File: src/rtl/i2c_rx_pkg.sv
// i2c_rx_pkg: shared definitions for the I2C receive byte sequencer.
//   BYTE_W_DEF : default number of data bits per byte
//   ACK_BIT    : value driven in the acknowledge slot to accept a byte
//   NACK_BIT   : value driven in the acknowledge slot to refuse a byte
//   rx_state_t : sequencer states (IDLE, SHIFT, ACK)
package i2c_rx_pkg;

  localparam int   BYTE_W_DEF = 8;
  localparam logic ACK_BIT    = 1'b0;
  localparam logic NACK_BIT   = 1'b1;

  typedef enum logic [1:0] {
    IDLE  = 2'd0,
    SHIFT = 2'd1,
    ACK   = 2'd2
  } rx_state_t;

endpackage

File: src/rtl/i2c_rx_shifter.sv
// i2c_rx_shifter: MSB-first shift register with a bit counter.
//   clk      : system clock
//   rst      : synchronous active-high reset
//   clr      : clear data and count (has priority over shift_en)
//   shift_en : shift bit_in into the LSB and increment count
//   bit_in   : sampled data bit
//   data     : shift register contents
//   count    : number of bits shifted since the last clear
module i2c_rx_shifter #(
  parameter int W  = 8,
  parameter int CW = $clog2(W) + 1
) (
  input  logic          clk,
  input  logic          rst,
  input  logic          clr,
  input  logic          shift_en,
  input  logic          bit_in,
  output logic [W-1:0]  data,
  output logic [CW-1:0] count
);

  logic [W-1:0]  shreg_r;
  logic [CW-1:0] cnt_r;

  // Shift register and bit counter.
  always_ff @(posedge clk) begin
    if (rst || clr) begin
      shreg_r <= {W{1'b0}};
      cnt_r   <= {CW{1'b0}};
    end else if (shift_en) begin
      shreg_r <= {shreg_r[W-2:0], bit_in};
      cnt_r   <= cnt_r + {{(CW-1){1'b0}}, 1'b1};
    end
  end

  assign data  = shreg_r;
  assign count = cnt_r;

endmodule

File: src/rtl/i2c_rx_byte_ctrl.sv
// i2c_rx_byte_ctrl: receive-side byte sequencer between the I2C bit engine
// and the RX buffer. Assembles MSB-first bytes, hands them out through a
// one-entry valid/ready output register and decides ACK/NACK.
//   clk, rst             : clock, synchronous active-high reset
//   start, stop          : bus condition pulses (stop has priority)
//   bit_valid, bit_in    : one sampled SDA bit per pulse
//   last_byte, nack_last : NACK the final byte when both are set
//   byte_data/valid/ready: output register handshake
//   ack_req, ack_bit     : acknowledge slot request and value
//   ack_done             : acknowledge slot completed
//   overrun              : pulse, byte dropped because output was full
//   busy, bit_cnt        : status
module i2c_rx_byte_ctrl
  import i2c_rx_pkg::*;
#(
  parameter int BYTE_W = BYTE_W_DEF
) (
  input  logic                      clk,
  input  logic                      rst,
  input  logic                      start,
  input  logic                      stop,
  input  logic                      bit_valid,
  input  logic                      bit_in,
  input  logic                      last_byte,
  input  logic                      nack_last,
  output logic [BYTE_W-1:0]         byte_data,
  output logic                      byte_valid,
  input  logic                      byte_ready,
  output logic                      ack_req,
  output logic                      ack_bit,
  input  logic                      ack_done,
  output logic                      overrun,
  output logic                      busy,
  output logic [$clog2(BYTE_W):0]   bit_cnt
);

  localparam int CW = $clog2(BYTE_W) + 1;

  rx_state_t         state_r, state_nx_s;
  logic [BYTE_W-1:0] shreg_s;
  logic [CW-1:0]     cnt_s;
  logic              clr_s, shift_en_s, load_s, drop_s;
  logic              ack_req_nx_s, ack_bit_nx_s;
  logic              last_bit_s, out_free_s;
  logic [BYTE_W-1:0] completed_s;

  logic [BYTE_W-1:0] byte_data_r;
  logic              byte_valid_r, ack_req_r, ack_bit_r, overrun_r, busy_r;

  i2c_rx_shifter #(.W(BYTE_W), .CW(CW)) u_shifter (
    .clk      (clk),
    .rst      (rst),
    .clr      (clr_s),
    .shift_en (shift_en_s),
    .bit_in   (bit_in),
    .data     (shreg_s),
    .count    (cnt_s)
  );

  // The final bit is merged combinationally so the byte completes on its own bit_valid.
  assign completed_s = {shreg_s[BYTE_W-2:0], bit_in};
  assign last_bit_s  = bit_valid && (cnt_s == CW'(BYTE_W - 1));
  assign out_free_s  = !byte_valid_r || byte_ready;

  // Next-state, shifter control and acknowledge decision.
  always_comb begin
    state_nx_s   = state_r;
    clr_s        = 1'b0;
    shift_en_s   = 1'b0;
    load_s       = 1'b0;
    drop_s       = 1'b0;
    ack_req_nx_s = ack_req_r;
    ack_bit_nx_s = ack_bit_r;
    if (stop) begin
      state_nx_s   = IDLE;
      clr_s        = 1'b1;
      ack_req_nx_s = 1'b0;
    end else if (start) begin
      state_nx_s   = SHIFT;
      clr_s        = 1'b1;
      ack_req_nx_s = 1'b0;
    end else begin
      case (state_r)
        IDLE: begin
          state_nx_s = IDLE;
        end
        SHIFT: begin
          if (last_bit_s) begin
            clr_s        = 1'b1;
            state_nx_s   = ACK;
            ack_req_nx_s = 1'b1;
            if (out_free_s) begin
              load_s       = 1'b1;
              ack_bit_nx_s = (last_byte && nack_last) ? NACK_BIT : ACK_BIT;
            end else begin
              drop_s       = 1'b1;
              ack_bit_nx_s = NACK_BIT;
            end
          end else if (bit_valid) begin
            shift_en_s = 1'b1;
          end else begin
            shift_en_s = 1'b0;
          end
        end
        ACK: begin
          if (ack_done) begin
            ack_req_nx_s = 1'b0;
            state_nx_s   = (ack_bit_r == NACK_BIT) ? IDLE : SHIFT;
          end else begin
            state_nx_s   = ACK;
          end
        end
        default: begin
          state_nx_s   = IDLE;
          clr_s        = 1'b1;
          ack_req_nx_s = 1'b0;
        end
      endcase
    end
  end

  // FSM state, acknowledge and status registers.
  always_ff @(posedge clk) begin
    if (rst) begin
      state_r   <= IDLE;
      ack_req_r <= 1'b0;
      ack_bit_r <= 1'b0;
      overrun_r <= 1'b0;
      busy_r    <= 1'b0;
    end else begin
      state_r   <= state_nx_s;
      ack_req_r <= ack_req_nx_s;
      ack_bit_r <= ack_bit_nx_s;
      overrun_r <= drop_s;
      busy_r    <= (state_nx_s != IDLE);
    end
  end

  // One-entry output register; a reload in the consuming cycle keeps it full.
  always_ff @(posedge clk) begin
    if (rst) begin
      byte_data_r  <= {BYTE_W{1'b0}};
      byte_valid_r <= 1'b0;
    end else if (load_s) begin
      byte_data_r  <= completed_s;
      byte_valid_r <= 1'b1;
    end else if (byte_valid_r && byte_ready) begin
      byte_valid_r <= 1'b0;
    end
  end

  assign byte_data  = byte_data_r;
  assign byte_valid = byte_valid_r;
  assign ack_req    = ack_req_r;
  assign ack_bit    = ack_bit_r;
  assign overrun    = overrun_r;
  assign busy       = busy_r;
  assign bit_cnt    = cnt_s;

endmodule

File: config.mk
export PLATFORM = sky130hd
export DESIGN_NAME = i2c_rx_byte_ctrl
export DESIGN_NICKNAME = d
export VERILOG_FILES = /design/src/rtl/i2c_rx_pkg.sv /design/src/rtl/i2c_rx_shifter.sv /design/src/rtl/i2c_rx_byte_ctrl.sv
export SDC_FILE = /design/constraint.sdc
export NUM_CORES = 1
export LEC_CHECK = 0
export ABC_AREA = 0
export CAP_MARGIN = 5
export CORE_UTILIZATION = 51
export CTS_BUF_LIST = sky130_fd_sc_hd__clkbuf_4
export CTS_CLUSTER_SIZE = 14
export DETAILED_ROUTE_END_ITERATION = 8
export GPL_ROUTABILITY_DRIVEN = 0
export PLACE_DENSITY = 0.81
export SYNTH_ARGS = -nofsm -noshare
export SYNTH_HDL_FRONTEND = slang
export SYNTH_SLANG_ARGS = --single-unit
File: constraint.sdc
create_clock -name clk -period 1.7 [get_ports clk]
set_input_delay 0.17 -clock clk [delete_from_list [all_inputs] [get_ports clk]]
set_output_delay 0.17 -clock clk [all_outputs]
set_load 0.005 [all_outputs]
==> results.md <==
* Outcome: completed
* Via Count at roughly 1100
* Pre-antenna DRT Iters at 6
* Starting Density at 0.545
* Commonest non-fill, non-tap cell in the layout: clkdlybuf4s50_1
* Met3 Resource Use GR at 0.0327
* Max Root-Sink Buffers at 2
* DRC at 0
* Setup violators final at 0
* Grt total ovfl at 0
* HPWL Detailed at roughly 2.0 mm
* CP endpoint kind: flip-flop
* GR Layer Usage met1 at 0.297
* Area growth syn-to-layout at 33.1%
* Final Skew at ~2.3 ps
* I/O Pins at 27
* CTS tree: built
* Worst-Skew Late Latency at roughly 310 ps
* Arrival @ worst endpoint at ~1900 ps
* First-pass GRT wire length at between 4 and 5 mm
* Largest area contributor in the netlist: dfxtp_1
* Core Area at about 2200 sq um
* Max Cap Violations at 0
* Routed wire length per instance at about 15 um
* Crit-path slowest cell: or3_2
* Worst path max stage delay at approximately 460 ps
* Gr usage total at 0.239
* Syn nets at 141
* Min Tclk post-route at approximately 1700 ps
* Fin. Hold Viols at 0
* Clock slew at reported path FFs at 130 ps
* Die height at 50.9 um
* CTS Root Cell: clkbuf_4
* Vias in the first global route at between 1000 and 1500
* Worst Path Max Fanout at 7
* Synth warnings at 0
* Synth top area share at 0.428
* Worst Path Required at between 1500 and 2000 ps
* Post-CTS Hold Buffers at 0
* Seq cells post-synth at 26
* # port buffers at 26
* H-tree depth at 1
* Layout net count at roughly 180
* Syn Area/Cell at ~9.6 sq um
* Max-slew violation count at 0
* Detailed Route Iter0 Violations at 21
* Max Clk Rate at approximately 0.6 GHz
* Vias per cell at approximately 5.6
* CP cell instances: inv_1, ha_2, or3_2, o211ai_1, buf_4, a21oi_1
* Most frequent cells in the layout: clkdlybuf4s50_1 (26), dfxtp_1 (24), nand2b_1 (16), a21oi_1 (13), o21ai_0 (11)
* DRT antenna net count at 0
* Count of cell types in the netlist at 32
* PwrDens at a little under 600 nW/um^2
* Die ar. at ~2600 sq um
* Hold WS at ~470 ps
* M2 GR Usage at 0.402
* Syn Inst Count at ~130
* Initial antenna violation count at 0
* Dominant cells by area after synthesis: dfxtp_1 (43%), nand2b_1 (8.2%), mux2i_1 (6.6%)
* Max VDD drop at ~0.36 mV
* Fin crit share at 0.989
* Delay-heaviest family, CP: simple AND/OR/NAND/NOR gates
* Ant. Diodes at 0
* Worst Setup Start Kind: flip-flop
* Pleak at 0.000551 uW
* Std cell rows at 17
* Final worst slack at around 18 ps
* Share of layout cells above drive strength 1 at 0.180
* Cell Area, Synth at about 1200 sq um
* Slew HR at 0.693
* CP Class: reg -> reg
* TritonCTS Buffers at 3
* Hold WC Path Type: in -> reg
* Final wirelength at 2.80 mm
* GRT Max-Usage Layer: met2
* Final Util at 0.725
* CP Buf/Inv Count at 2
* Die width at 50.9 um
* Pre-CTS setup slack at between 10 and 15 ps
* Worst slew pin tran at approximately 460 ps
* CTS Sinks at 26
* Post-synthesis sequential area ratio at 0.428
* Largest net degree at the start of global routing at 19
[stage by stage]
| step | setup TNS [ps] | std cells | total power [uW] | instance area, sq um |
|---|---|---|---|---|
| CTS | 0 | 187 | 941 | 1580 |
| finish | 0 | 189 | 935 | 1620 |
| global placement | 0 | 183 | 688 | 1560 |
| detailed placement | 0 | 183 | 689 | 1560 |
| floorplan | 0 | 127 | 652 | 1220 |
| global route | -94.6 | 189 | 978 | 1620 |
[where the power goes]
part	internal, uW	switching (uW)	leakage [uW]
Sequential	611	1.04	0.000210
Combinational	40.5	27.0	0.000325
Clock	85.7	170	0.0000154
[registers in the layout, summed over array words and instances, names as in the netlist, 2 cells and up]
name and count:
byte_data 8, state_r 2, u_shifter.count 4, u_shifter.data 7
[worst paths after layout]
check                             startpoint  cells after the start  slack (ps)                end
worst max register to register    state_r[0]                      6          20  u_shifter.data[0]
worst min register to register  byte_data[7]                      2         490       byte_data[7]
worst min-delay path                  bit_in                      3         470       byte_data[0]
worst max-delay path              state_r[0]                      6          20  u_shifter.data[0]
[cell usage after synthesis (all sizes together)]
library cell / number
or4: 1
and3b: 2
o22ai: 1
ha: 4
and4b: 1
dfxtp: 26
nand4bb: 1
buf: 2
o211ai: 1
o21a: 1
nand3b: 1
and4: 2
a311oi: 1
nand3: 9
nor2b: 2
o21ai: 11
clkbuf: 4
mux2i: 8
inv: 3
nand4b: 1
a21oi: 13
and4bb: 1
or3: 2
nor2: 5
o31a: 1
o311ai: 1
nor3: 5
nand2b: 16
a2111oi: 1
[worst min-delay path, delay by kind of cell]
| family | cells | cell delay (ps) |
|---|---|---|
| buffers and inverters | 1 | 430 |
| muxes | 1 | 60 |
| and+or+nand+nor | 1 | 80 |
[per-layer routing]
| layer | part of all wire | up-vias | routed length, um |
|---|---|---|---|
| met1 | 0.46 | 495 | 1280 |
| met4 | 0.029 | 0 | 80 |
| met5 | 0 | - | 0 |
| met3 | 0.035 | 8 | 98 |
| met2 | 0.48 | 28 | 1350 |
| li1 | - | 532 | - |
[cell type report]
cell class,instances,area (sq um)
multi-input combinational,92,673
sequential,26,523
timing repair buffer,36,352
fill,175,613
inverter,3,11.3
clock buffer,3,22.5
clock inverter,1,3.75
tap,28,35.0
[kinds of logic (layout without fill, tap and decap cells)]
family                     count (synthesis)  in the layout  synth area share
and+or+nand+nor                           49             49             0.288
muxes                                      8              8            0.0658
buffers and inverters                      9             43            0.0319
adders and majority gates                  4              4            0.0411
AOI/OAI and AO/OA                         31             31             0.146
DFF                                       26             26             0.428
[timing repair]
action,CTS,global route
endpoints found under the hold margin,0,0
setup buffers,0,2
resized for setup,0,10
setup endpoints to repair,0,20
Power figures use the tool's default switching activity.
